===== config.mk =====
export PLATFORM = sky130hd
export DESIGN_NAME = dram_feature_sorter
export DESIGN_NICKNAME = d
export VERILOG_FILES = /design/src/rtl/dram_feature_sorter.sv
export SDC_FILE = /design/constraint.sdc
export NUM_CORES = 1
export LEC_CHECK = 0
export ABC_AREA = 1
export CAP_MARGIN = 20
export CORE_MARGIN = 2
export CORE_UTILIZATION = 50
export DETAILED_ROUTE_END_ITERATION = 7
export MAX_ROUTING_LAYER = met4
export PLACE_DENSITY = 0.77
export SLEW_MARGIN = 20
export SYNTH_ARGS = -nofsm -noshare
export SYNTH_HDL_FRONTEND = slang
export SYNTH_SLANG_ARGS = --single-unit

===== constraint.sdc =====
create_clock -name clk -period 3.1 [get_ports clk]
set_clock_uncertainty 0.1 [all_clocks]
set_input_delay 0.465 -clock clk [delete_from_list [all_inputs] [get_ports clk]]
set_output_delay 0.465 -clock clk [all_outputs]
set_load 0.05 [all_outputs]

===== src/rtl/dram_feature_sorter.sv =====
// Reorders row-major DRAM pixels into write-controller order: rows 0/1 column-interleaved,
// then rows 2..ROW-1 serpentine. A two-row ping-pong buffer lets loading overlap emission.
module dram_feature_sorter #(
    parameter int ROW    = 6,
    parameter int COL    = 6,
    parameter int CH_IN  = 4,
    parameter int CH_OUT = 32
) (
    input  logic                clk,
    input  logic                rst_n,
    input  logic                start,
    input  logic                dram_valid,
    output logic                dram_ready,
    input  logic [CH_IN*8-1:0]  dram_data,
    output logic                out_valid,
    output logic [CH_OUT*8-1:0] out_data,
    output logic                busy,
    output logic                done
);
    localparam int PW  = CH_IN * 8;
    localparam int PAD = (CH_OUT - CH_IN) * 8;
    localparam int CW  = (COL > 1) ? $clog2(COL) : 1;
    localparam int RW  = $clog2(ROW + 1);
    localparam logic [CW-1:0] COL_LAST = CW'(COL - 1);
    localparam logic [RW-1:0] ROW_LAST = RW'(ROW - 1);
    localparam logic [RW-1:0] ROW_END  = RW'(ROW);

    typedef enum logic [2:0] {S_IDLE, S_LOAD01, S_EMIT01, S_STREAM, S_DONE} state_t;

    state_t        state;
    logic [PW-1:0] mem [2][COL];
    logic [1:0]    full;
    logic [RW-1:0] wr_row, rd_row;
    logic [CW-1:0] wr_col, rd_col;
    logic          rd_sel;

    logic          accept, wr_last;
    logic          emit_p0, buf_p0;
    logic [CW-1:0] col_p0;
    logic [PW-1:0] pix_p0;

    assign dram_ready = (state inside {S_LOAD01, S_EMIT01, S_STREAM})
                        && !full[wr_row[0]] && (wr_row < ROW_END);
    assign accept     = dram_valid && dram_ready;
    assign wr_last    = accept && (wr_col == COL_LAST);

    // Stage p0: pick the pixel scheduled for emission this cycle.
    always_comb begin
        emit_p0 = 1'b0;
        buf_p0  = 1'b0;
        col_p0  = rd_col;
        if (state == S_EMIT01) begin
            emit_p0 = 1'b1;
            buf_p0  = rd_sel;
        end else if (state == S_STREAM) begin
            emit_p0 = full[rd_row[0]];
            buf_p0  = rd_row[0];
            col_p0  = rd_row[0] ? rd_col : (COL_LAST - rd_col);
        end
    end

    assign pix_p0 = mem[buf_p0][col_p0];

    // Buffer storage carries no reset; the full flags qualify its contents.
    always_ff @(posedge clk) begin
        if (accept)
            mem[wr_row[0]][wr_col] <= dram_data;
    end

    always_ff @(posedge clk or negedge rst_n) begin
        if (!rst_n) begin
            state     <= S_IDLE;
            full      <= 2'b00;
            wr_row    <= '0;
            wr_col    <= '0;
            rd_row    <= '0;
            rd_col    <= '0;
            rd_sel    <= 1'b0;
            out_valid <= 1'b0;
            out_data  <= '0;
            busy      <= 1'b0;
            done      <= 1'b0;
        end else begin
            // Stage p1: registered output beat.
            out_valid <= emit_p0;
            out_data  <= emit_p0 ? {{PAD{1'b0}}, pix_p0} : '0;
            done      <= 1'b0;

            if (accept) begin
                if (wr_col == COL_LAST) begin
                    wr_col <= '0;
                    wr_row <= wr_row + 1'b1;
                end else begin
                    wr_col <= wr_col + 1'b1;
                end
            end

            case (state)
                S_IDLE: begin
                    if (start) begin
                        state <= S_LOAD01;
                        busy  <= 1'b1;
                    end
                end
                S_LOAD01: begin
                    rd_sel <= 1'b0;
                    rd_col <= '0;
                    if (wr_last && wr_row == RW'(1))
                        state <= S_EMIT01;
                end
                S_EMIT01: begin
                    rd_sel <= ~rd_sel;
                    if (rd_sel) begin
                        if (rd_col == COL_LAST) begin
                            rd_col <= '0;
                            rd_row <= RW'(2);
                            full   <= 2'b00;
                            state  <= S_STREAM;
                        end else begin
                            rd_col <= rd_col + 1'b1;
                        end
                    end
                end
                S_STREAM: begin
                    if (emit_p0) begin
                        if (rd_col == COL_LAST) begin
                            rd_col           <= '0;
                            rd_row           <= rd_row + 1'b1;
                            full[rd_row[0]]  <= 1'b0;
                            if (rd_row == ROW_LAST)
                                state <= S_DONE;
                        end else begin
                            rd_col <= rd_col + 1'b1;
                        end
                    end
                end
                S_DONE: begin
                    done   <= 1'b1;
                    busy   <= 1'b0;
                    state  <= S_IDLE;
                    wr_row <= '0;
                    wr_col <= '0;
                    rd_row <= '0;
                    rd_col <= '0;
                    rd_sel <= 1'b0;
                end
                default: state <= S_IDLE;
            endcase

            // A buffer is only filled while empty, so this never collides with a free above.
            if (wr_last)
                full[wr_row[0]] <= 1'b1;
        end
    end
endmodule


### After elaboration in Yosys (flattened, before gate mapping)

Memory sizes are Yosys's and may differ from the RTL's.
Cells that the tools add are included.

| cells by class | value |
|---|---|
| $add $sub $neg | 5 |
| $lt $le $gt $ge | 8 |
| equal/unequal tests | 15 |
| muxes and demuxes | 56 |
| bitwise operators | 6 |
| reduce and logical (&&, ||, !) cells | 23 |

Operators by type and width:

| cell | number |
|---|---|
| 2-to-1 mux 192 bit | 1 |
| 2-to-1 mux 32 bit | 4 |
| binary-select mux 32 bit (select 3 bit) | 1 |
| demux 32 bit (select 3 bit) | 1 |
| 2-to-1 mux 3 bit | 23 |
| case mux 3 bit (3 select lines) | 2 |
| 2-to-1 mux 1 bit | 13 |
| adder 3 x 1 -> 3 bit (second input constant) | 4 |
| == test 3 bit (second input constant) | 4 |
| case mux 3 bit (4 select lines) | 1 |
| 2-to-1 mux 2 bit | 5 |
| nonzero test 3 bit | 3 |
| greater-or-equal comparator 4 bit (second input constant) | 2 |
| logical AND 1 bit | 8 |
| != test 2 x 1 -> 1 bit (second input constant) | 4 |
| NOT 3 -> 4 bit | 2 |
| nonzero test 2 bit | 4 |
| AND reduction 7 bit | 1 |
| == test 3 x 1 -> 1 bit (second input constant) | 2 |
| == test 3 x 2 -> 1 bit (second input constant) | 2 |
| != test 2 bit (second input constant) | 3 |
| AND reduction 5 bit | 1 |
| less-than comparator 1 x 2 -> 1 bit (second input constant) | 2 |
| less-than comparator 4 x 1 -> 1 bit (second input constant) | 1 |
| 15 further kinds | 19 |

| word-level totals | value |
|---|---|
| flip-flop bits (word level) | 53 |
| memory bits (writable) | 384 |
| input bits | 36 |
| output and inout port bits | 260 |
| logic and storage cells | 125 |
| memories | 1 |

Memories:

| memory | depth | width | read ports | clocked after Yosys merged registers in | wr ports | RTL line | RTL |
|---|---|---|---|---|---|---|---|
| mem | 2 | 192 | 1 | 0 | 1 | 31 | `logic [PW-1:0] mem [2][COL];` |

### Longest topological paths before layout

Gate-level depths: netlist (run 1).

| depth | value |
|---|---|
| depth in word-level cells | 11 |
| mapped depth | 13 |
| gate-level depth less buffers | 12 |

### Least setup slack after synthesis (run 1)

No wires, ideal clock.

| path | value |
|---|---|
| path type | reg-to-reg |
| start | register wr_row[0] |
| end | memory mem[0][0] in the netlist's numbering, enable pin |
| library setup time | 0.422 ns |
| arrival time | 3.326 ns |
| required time | 2.578 ns |
| setup slack | -0.748 ns |
| cell stages (with the launch flop) | 10 |
| path buffers | 1 |
| period minus slack after synthesis | 3.848 ns |
| cells stage by stage | dfrtp_1 buf_2 inv_2 nand2_1 nand3_1 nor2_1 nand2_1 nor2_4 nand2_2 nor2_1 |

| between the ends | value |
|---|---|
| longest elaborated chain between the ends | 8 |
| elaborated cells between the ends (all ways) | 9 |
| classes of those cells | 1 x order compare; 4 x mux; 4 x reduce/logical |

Ends and longest elaborated chain:

| item | RTL line | RTL |
|---|---|---|
| from (decl) | 33 | `logic [RW-1:0] wr_row, rd_row;` |
| from (signal assigned) | 92 | `wr_row <= wr_row + 1'b1;` |
| 2-to-1 mux 1 bit (implied by the code) (2 in a row) | 43 | `&& !full[wr_row[0]] && (wr_row < ROW_END);` |
| logical NOT 1 bit | 43 |  |
| logical AND 1 bit | 43 |  |
| logical AND 1 bit * | 43 |  |
| net dram_ready | 13 | `output logic dram_ready,` |
| logical AND 1 bit * | 44 | `assign accept = dram_valid && dram_ready;` |
| 2-to-1 mux 1 bit * | 66 | `if (accept)` |
| 2-to-1 mux 192 bit (implied by the code) * | 67 | `mem[wr_row[0]][wr_col] <= dram_data;` |
| to (decl) | 31 |  |

The timed path passes the listed nets; every way through them passes the cells marked *. The select of a mux whose other input is x is not followed.

### Final worst setup path (run 1)

| path | value |
|---|---|
| start | register state[2] |
| end | register out_data[8] |

| between the ends | value |
|---|---|
| longest elaborated chain between the ends | 8 |
| elaborated cells between the ends (all ways) | 14 |
| classes of those cells | 2 x eq/ne; 10 x mux; 1 x bitwise; 1 x memory |

Ends and longest elaborated chain:

| item | RTL line | RTL |
|---|---|---|
| from (decl) | 30 | `state_t state;` |
| from (signal assigned) | 72 | `state <= S_IDLE;` |
| from (signal assigned) | 101 | `state <= S_LOAD01;` |
| from (signal assigned) | 109 | `state <= S_EMIT01;` |
| == test 3 x 2 -> 1 bit | 55 | `end else if (state == S_STREAM) begin` |
| 2-to-1 mux 1 bit or 2-to-1 mux 3 bit (tied branches) | 55 |  |
| 2-to-1 mux 1 bit or 2-to-1 mux 3 bit (tied branches) | 52 | `if (state == S_EMIT01) begin` |
| memory (2 x 192 bit) or NOT 3 -> 4 bit (tied branches) | - |  |
| binary-select mux 32 bit (select 3 bit) | 62 | `assign pix_p0 = mem[buf_p0][col_p0];` |
| 2-to-1 mux 32 bit (implied by the code) (2 in a row) | 62 |  |
| 2-to-1 mux 32 bit * | 86 | `out_data <= emit_p0 ? {{PAD{1'b0}}, pix_p0} : '0;` |
| to (signal assigned) | 86 |  |
| to (decl) | 16 | `output logic [CH_OUT*8-1:0] out_data,` |

Every way passes the cells marked *; elsewhere a longest branch is shown, timed or not. The select of a mux whose other input is x is not followed.
A chain may end at the register's enable or synchronous reset.

==> impl_summary.txt, run 1 <==
----------------------------------------------------
[Routing]
  Drt via density ... slightly above 5
  DRC errors left ... 0
  Final Routed Wirelength ... ~46 mm
  Iteration-0 DRC count of the detailed router ... 1442
  Detail Route Antenna Nets ... 0
  Routed len/inst ... 17.7 um
  Via count ... 13600
  DRT Pass-1 Iters ... 5

[CTS]
  Clock-pin slew on the worst setup and hold paths ... 0.06 ns
  Count of instances resized after the clock tree is built ... 0
  Clock tree from TritonCTS ... built
  Clock latency on the worst-skew pair ... approximately 0.55 ns
  Buffer type at the clock tree root ... clkbuf_16
  CTS Buf Count ... 44
  H-tree levels ... 2
  Max Buffers Root-to-Sink ... 3
  Number of sinks driven by the clock tree ... 437

[Global route]
  Maximum number of pins on one net before global-route repair ... 68
  Wire length of the first global-routing pass ... 72.1 mm
  Number of antenna violations at the first check in global routing ... 0
  Via count of the first global-routing pass ... 13100
  GRT Util Overall ... between 20% and 30%
  Overflow left after global routing ... 0

[Setup path]
  Critical-path cell with the highest stage delay ... buf_4
  Kind of cell adding the most delay to the critical path ... simple AND/OR/NAND/NOR gates
  Required time of the critical path ... 3.46 ns
  Worst Setup End Kind ... register
  Maximum net fanout on the critical path ... 37
  Count of buffering cells on the critical path with inverters included ... 3
  Setup CP Type ... reg -> reg
  Cell chain of the critical path ... inv_1 -> nand3_2 -> nand2_1 -> nand2_4 -> inv_2 -> buf_4 -> nand3_1 -> nand2_1 -> nand2_1 -> nand2_1 -> nand2_1 -> nor2_1
  CP arrival ... 2.93 ns
  Worst Setup Start Kind ... register
  Most Frequent Cell on Critical Path ... nand2_1
  CP max stage delay ... 0.46 ns

[Pwr]
  Static Leak ... between 9 and 10 nW
  Areal power density over the cells ... 985 mW/mm^2
  Design Power ... about 22 mW
  Maximum resistive drop on vdd ... 0.549 mV

[Synthesis]
  Largest cells by area after synthesis ... edfxtp_1, nand3_1, nand2_1
  Count of distinct cell types in the synthesized netlist ... 32
  Avg Synthesized Cell Area ... 10.1 um^2
  Number of warnings printed during yosys synthesis ... 0
  Share of the synthesized area in the top cell type ... 56.9%
  Yosys reg bits ... approximately 440
  Sequential area share after synthesis ... between 60% and 70%
  Post-synthesis cell type with the largest combined area ... edfxtp_1
  Synthesized cell area ... 0.0203 mm^2
  Number of instances in the synthesized netlist ... 2002

[Die]
  Core footprint ... about 0.040 mm^2
  Width of the die ... roughly 210 um
  Die area ... 0.0421 mm^2
  Effective utilization at floorplan ... around half
  Number of primary I/O pins ... ~300
  Height of the chip ... 205 um
  Cell row count ... 73

[Flow run]
  Number of max-cap violations ... 0

[STA]
  Slew Limit Fails ... 0
  Clock period minus worst slack ... 2.58 ns
  Total negative setup slack ... 0 ns
  Max_slew headroom ... 38.7%
  Final setup violation count ... 0
  Final Hold Viols ... 0
  Slew of the pin with the lowest slew margin ... 0.918 ns
  Period utilisation layout ... 83.1%
  Max Clk Rate ... 388 MHz
  Setup repair after global routing missed its margin ... no

[Placement]
  Count of port buffers added during placement ... just over 70
  RD Place Congestion ... 0.844
  Sum of net half-perimeters after detailed placement ... about 26 mm

[Min path]
  Classification of the worst-slack hold path ... in -> async

[Finish]
  Area growth from synthesis to final layout ... 11.2%
  Post-layout nets ... 2105
  Antenna cell count ... 0
  Count of fill cells added during filler insertion ... about 3200
  Ratio of cells with drive above 1 in the final layout ... 6.86%

[Status]
  Result of the run ... finished, final reports clean

----------------------------------------------------
-- flip-flops by register name, indices dropped and copies added, names as in the netlist --
name       cells
rd_row         3
out_valid      1
state          3
wr_row         3
done           1
rd_col         3
busy           1
out_data      32
wr_col         3
full           2
mem          384
rd_sel         1
-- stage by stage --
| step | util [%] | hold slack [ns] | area, um^2 | cells | setup WS [ns] |
|---|---|---|---|---|---|
| final | 56.6 | 0.404 | 22500 | 2624 | 0.523 |
| after CTS | 56.6 | 0.398 | 22500 | 2624 | 0.554 |
| after global placement | 52.6 | 0.398 | 21000 | 2541 | 0.586 |
| after global routing | 56.6 | 0.429 | 22500 | 2624 | 0.298 |
| after detailed placement | 52.6 | 0.396 | 21000 | 2541 | 0.551 |
| after floorplan | - | 0.0694 | 21200 | 2225 | 0.0710 |
-- synth_stat cells --
cell type	number
a21oi_1	8
a21oi_2	1
a31oi_1	1
buf_1	8
buf_2	49
buf_4	226
buf_6	1
clkbuf_1	40
conb_1	1
dfrtp_1	53
edfxtp_1	384
ha_1	6
inv_1	182
inv_2	5
nand2_1	459
nand2_2	4
nand2_4	1
nand3_1	359
nand3_2	1
nand3b_1	1
nand4_1	3
nor2_1	185
nor2_2	1
nor2_4	1
nor3_1	2
o211ai_1	2
o21ai_0	12
o21ai_1	2
o22ai_1	1
o311ai_0	1
or2_2	1
xor2_1	1
-- placed cells by master, fill, tap and decap left out, types with 2 or more instances in the layout --
master           Yosys  layout
nand2_1            459     459
edfxtp_1           384     384
nand3_1            359     359
conb_1               1     224
inv_1              182     181
nor2_1             185     172
clkdlybuf4s50_1      0      69
dfrtp_1             53      53
clkbuf_16            0      46
buf_4              226      29
buf_12               0      16
nor2_4               1      13
o21ai_0             12      12
clkbuf_1            40       9
a21oi_1              8       8
clkinv_2             0       8
bufinv_16            0       8
inv_2                5       6
ha_1                 6       6
clkinv_1             0       4
nand4_1              3       3
nand2_4              1       3
clkinvlp_4           0       3
clkbuf_8             0       3
o211ai_1             2       2
nor2_2               1       2
nand2_2              4       2
o21ai_1              2       2
nor3_1               2       2
-- where the power goes --
part | total [mW] | internal, mW | switching (mW)
Combinational | 9.15 | 2.48 | 6.67
Clock | 5.63 | 3.46 | 2.17
Sequential | 7.42 | 7.13 | 0.287
-- per-layer routing --
metal  global-route usage [%]  vias up  share of wire (%)
li1                         -     6250                  -
met1                     29.0     6474                 38
met2                     37.9      772                 50
met3                     3.34      120                9.3
met4                     8.32        0                3.2
met5                        -        -                  0
-- logic make-up (layout without fill, tap and decap cells) --
logic type      after synthesis  after routing  synth area share (%)
simple gates               1018           1018                  21.3
other cells                   1            224                0.0185
xor+xnor                      1              1                0.0432
compound gates               28             28                 0.766
buf+inv                     511            385                  14.0
fa+ha+maj                     6              6                 0.371
flops                       437            437                  63.5
-- area by class of cell --
| type | count | area [um^2] | area share, % |
|---|---|---|---|
| flip-flops and latches | 437 | 12900 | 57.1 |
| multi-input cells | 1277 | 5510 | 24.5 |
| repair buffers | 116 | 1240 | 5.52 |
| clock buffers | 58 | 1230 | 5.44 |
| inverters | 187 | 702 | 3.12 |
| well taps | 525 | 657 | 2.92 |
| clock inverters | 24 | 334 | 1.48 |
-- final timing paths --
path	from	end	slack (ns)	cells after the start
setup reg to reg	state[2]	out_data[8]	0.52	12
hold / removal	rst_n	out_data[8]	0.40	2
setup / recovery	state[2]	out_data[8]	0.52	12
hold reg to reg	full[0]	full[0]	0.41	2
max in group asynchronous	rst_n	out_data[29]	1.50	3
min in group clk	full[0]	full[0]	0.41	2
-- timing repair --
item	CTS	global route
buffers inserted	0	0
hold buffers	1	0
endpoints found under the hold margin	19	0
endpoints found under the setup margin	0	0
Power figures use the tool's default switching activity.
==> run 2: changes to the inputs <==
--- a/config.mk
+++ b/config.mk
@@ -8,10 +8,10 @@
 export ABC_AREA = 1
 export CAP_MARGIN = 20
 export CORE_MARGIN = 2
-export CORE_UTILIZATION = 50
+export CORE_UTILIZATION = 55
 export DETAILED_ROUTE_END_ITERATION = 7
 export MAX_ROUTING_LAYER = met4
-export PLACE_DENSITY = 0.77
+export PLACE_DENSITY = 0.81
 export SLEW_MARGIN = 20
 export SYNTH_ARGS = -nofsm -noshare
 export SYNTH_HDL_FRONTEND = slang
==> constraint.sdc (replaced) <==
create_clock -name clk -period 2.6 [get_ports clk]
set_clock_uncertainty 0.1 [all_clocks]
set_input_delay 0.39 -clock clk [delete_from_list [all_inputs] [get_ports clk]]
set_output_delay 0.39 -clock clk [all_outputs]
set_load 0.05 [all_outputs]
==> impl_summary.txt, run 2 (synthesis gave the netlist of run 1 again) <==
----------------------------------------------------
[CTS]
  Post-CTS setup buffer count ... 0 (unchanged)
  H-tree levels ... 2 (unchanged)
  Clock latency on the worst-skew pair ... 0.53 ns (-0.02 ns)
  Hold buffers post-CTS ... 1 (unchanged)
  Count of instances resized after the clock tree is built ... 0 (unchanged)
  Buffer type at the clock tree root ... clkbuf_16
  CTS Buf Count ... 43 (-2.3%)
  Clock tree from TritonCTS ... built
  Clock-pin slew on the worst setup and hold paths ... 0.06 ns (about the same)
  Max Buffers Root-to-Sink ... 3 (unchanged)
  Number of sinks driven by the clock tree ... 437 (unchanged)

[Finish]
  Most frequent cells in the layout ... nand2_1, edfxtp_1, nand3_1
  Count of fill cells added during filler insertion ... 2683 (-17%)
  Area growth from synthesis to final layout ... 10.6%
  Area of all sequential standard cells ... 0.0129 mm^2 (unchanged)
  Antenna cell count ... 0 (unchanged)
  Post-route insts no fill ... 2569 (-2.1%)
  Post-layout nets ... 2112 (+0.33%)
  Multi-input gate area in the final layout ... 0.00552 mm^2 (+0.23%)
  Ratio of cells with drive above 1 in the final layout ... 6.71% (-0.15 points)
  Final core utilization ... 61.5% (+4.9 points)
  Max FFs per register ... 384 (unchanged)
  Most frequent standard cell in the layout excluding fill and tap cells ... nand2_1

[Die]
  Number of primary I/O pins ... 296 (unchanged)
  Die area ... 0.0384 mm^2 (-8.9%)
  Width of the die ... 196 um (-4.6%)
  Cell row count ... 70 (-4.1%)
  Core footprint ... 0.0364 mm^2 (-8.5%)
  Height of the chip ... 196 um (-4.6%)
  Effective utilization at floorplan ... 55.6% (+4.7 points)

[Pwr]
  Int Power ... 14.9 mW (+14%)
  Areal power density over the cells ... 1160 mW/mm^2 (+17%)
  Proportion of power drawn by flip-flops and latches ... 34.0% (+0.6 points)
  Switching share of power ... 42.3% (+1.2 points)
  Share of total power in combinational logic ... 43.7% (+2.5 points)
  Static Leak ... 9.55 nW (-0.43%)
  Switching power of the nets ... 11.0 mW (+20%)
  Portion of total power attributed to the clock network ... 22.3% (-3.0 points)
  Maximum resistive drop on vdd ... 0.982 mV (+79%)

[Setup path]
  Cell chain of the critical path ... nor2_2 -> nand3b_1 -> nand2_4 -> buf_4 -> nand2_1 -> nand3_1 -> nand2_1 -> nor2_1 -> nor2_1 -> nor2_1
  Maximum net fanout on the critical path ... 40 (+8.1%)
  Worst Setup End Kind ... register
  Critical-path cell with the highest stage delay ... dfrtp_1
  Worst Setup Start Kind ... register
  CP arrival ... 2.73 ns (-0.20 ns)
  Required time of the critical path ... 2.95 ns (-0.51 ns)
  Most Frequent Cell on Critical Path ... nor2_1
  Flop-to-flop setup slack ... 0.22 ns (-0.30 ns)
  Launch instance of the worst register-to-register path ... state[0]
  Capture instance of the worst register-to-register path ... out_data[27]
  CP max stage delay ... 0.44 ns (-0.02 ns)
  Depth of the most critical reg-to-reg path ... 10 (-2)
  Setup CP Type ... reg -> reg

[Global route]
  Number of antenna violations at the first check in global routing ... 0 (unchanged)
  Met3 capacity usage during global routing ... 3.35% (+0.010 points)
  Overflow left after global routing ... 0 (unchanged)
  Wire length of the first global-routing pass ... 72.5 mm (+0.56%)
  Via count of the first global-routing pass ... 13400 (+2.1%)
  GRT Util Overall ... 25.2% (+2.2 points)
  Met2 layer usage reported by global route ... 42.1% (+4.2 points)
  Peak-usage layer in the global routing report ... met2
  Maximum number of pins on one net before global-route repair ... 83 (+22%)
  Met1 track demand over resource ... 31.2% (+2.2 points)

[Routing]
  Final Routed Wirelength ... 47.3 mm (+1.7%)
  DRT Pass-1 Iters ... 5 (unchanged)
  Drt via density ... 5.37 (+3.6%)
  DRC errors left ... 0 (unchanged)
  Routed len/inst ... 18.4 um (+3.9%)
  Iteration-0 DRC count of the detailed router ... 1762 (+22%)
  Via count ... 13800 (+1.4%)
  Detail Route Antenna Nets ... 0 (unchanged)

[STA]
  Max_slew headroom ... 37.7% (-1.0 points)
  Setup repair after global routing missed its margin ... no
  Slew of the pin with the lowest slew margin ... 0.935 ns (+0.0166 ns)
  Final Hold Viols ... 0 (unchanged)
  Final hold slack ... 0.308 ns (-0.0964 ns)
  Final setup violation count ... 0 (unchanged)
  Clock period minus worst slack ... 2.38 ns (-0.198 ns)
  Max Clk Rate ... 420 MHz (+8.3%)
  Period utilisation layout ... 91.5% (+8.4 points)
  Slew Limit Fails ... 0 (unchanged)
  Final worst-path setup slack ... 0.221 ns (-0.302 ns)

[Flow run]
  Number of max-cap violations ... 0 (unchanged)

[Placement]
  Cell count after placement ... 2492 (-1.9%)
  Post-placement setup slack ... 0.278 ns (-0.273 ns)
  Sum of net half-perimeters after detailed placement ... 26.5 mm (+2.2%)
  Count of port buffers added during placement ... 71 (unchanged)
  RD Place Congestion ... 0.860 (+2.0%)

[Min path]
  Classification of the worst-slack hold path ... in -> async

[Status]
  Result of the run ... finished, final reports clean

----------------------------------------------------
==> run 2: final cells by class <==
class / count / area share [%]
repair buffers: 124 / 6.44
multi-input cells: 1277 / 24.7
clock buffers: 55 / 5.05
inverters: 187 / 3.15
clock inverters: 21 / 0.676
well taps: 468 / 2.61
flip-flops and latches: 437 / 57.4
==> run 2: power groups by stage <==
stage / Combinational (mW) / Sequential (mW) / Clock [mW]
floorplan: 7.13 / 9.78 / 0
global placement: 10.8 / 8.93 / 0
detailed placement: 11.1 / 8.95 / 0
CTS: 11.2 / 8.82 / 5.82
global route: 12.3 / 8.89 / 6.08
finish: 11.3 / 8.81 / 5.77
==> run 2: how the worst max path moves through the flow <==
stage                         endpoint        from  slack, ns
after floorplan            mem[0][160]   wr_row[0]      -0.01
after global placement      mem[1][46]  dram_valid       0.36
after detailed placement  out_data[27]    state[0]       0.28
after CTS                 out_data[27]    state[0]       0.25
after global routing      out_data[26]    state[0]       0.07
final                     out_data[27]    state[0]       0.22
==> run 2: worst max-delay path, delay by kind of cell (launching register included) <==
| family | cells | cell delay (ns) |
|---|---|---|
| buffers and inverters | 1 | 0.43 |
| flip-flops | 1 | 0.44 |
| AND/OR/NAND/NOR | 9 | 1.30 |
==> run 2: through the flow <==
step	power, mW	setup TNS (ns)	cell area [um^2]
floorplan	16.9	-0.357	21200
global placement	19.8	0	21100
detailed placement	20.1	0	21100
CTS	25.9	0	22400
global route	27.3	0	22400
finish	25.9	0	22400
==> run 2: per-layer routing <==
metal | vias up | wire length [um]
li1 | 6253 | -
met1 | 6520 | 17800
met2 | 890 | 23300
met3 | 143 | 4630
met4 | 0 | 1630
met5 | - | 0
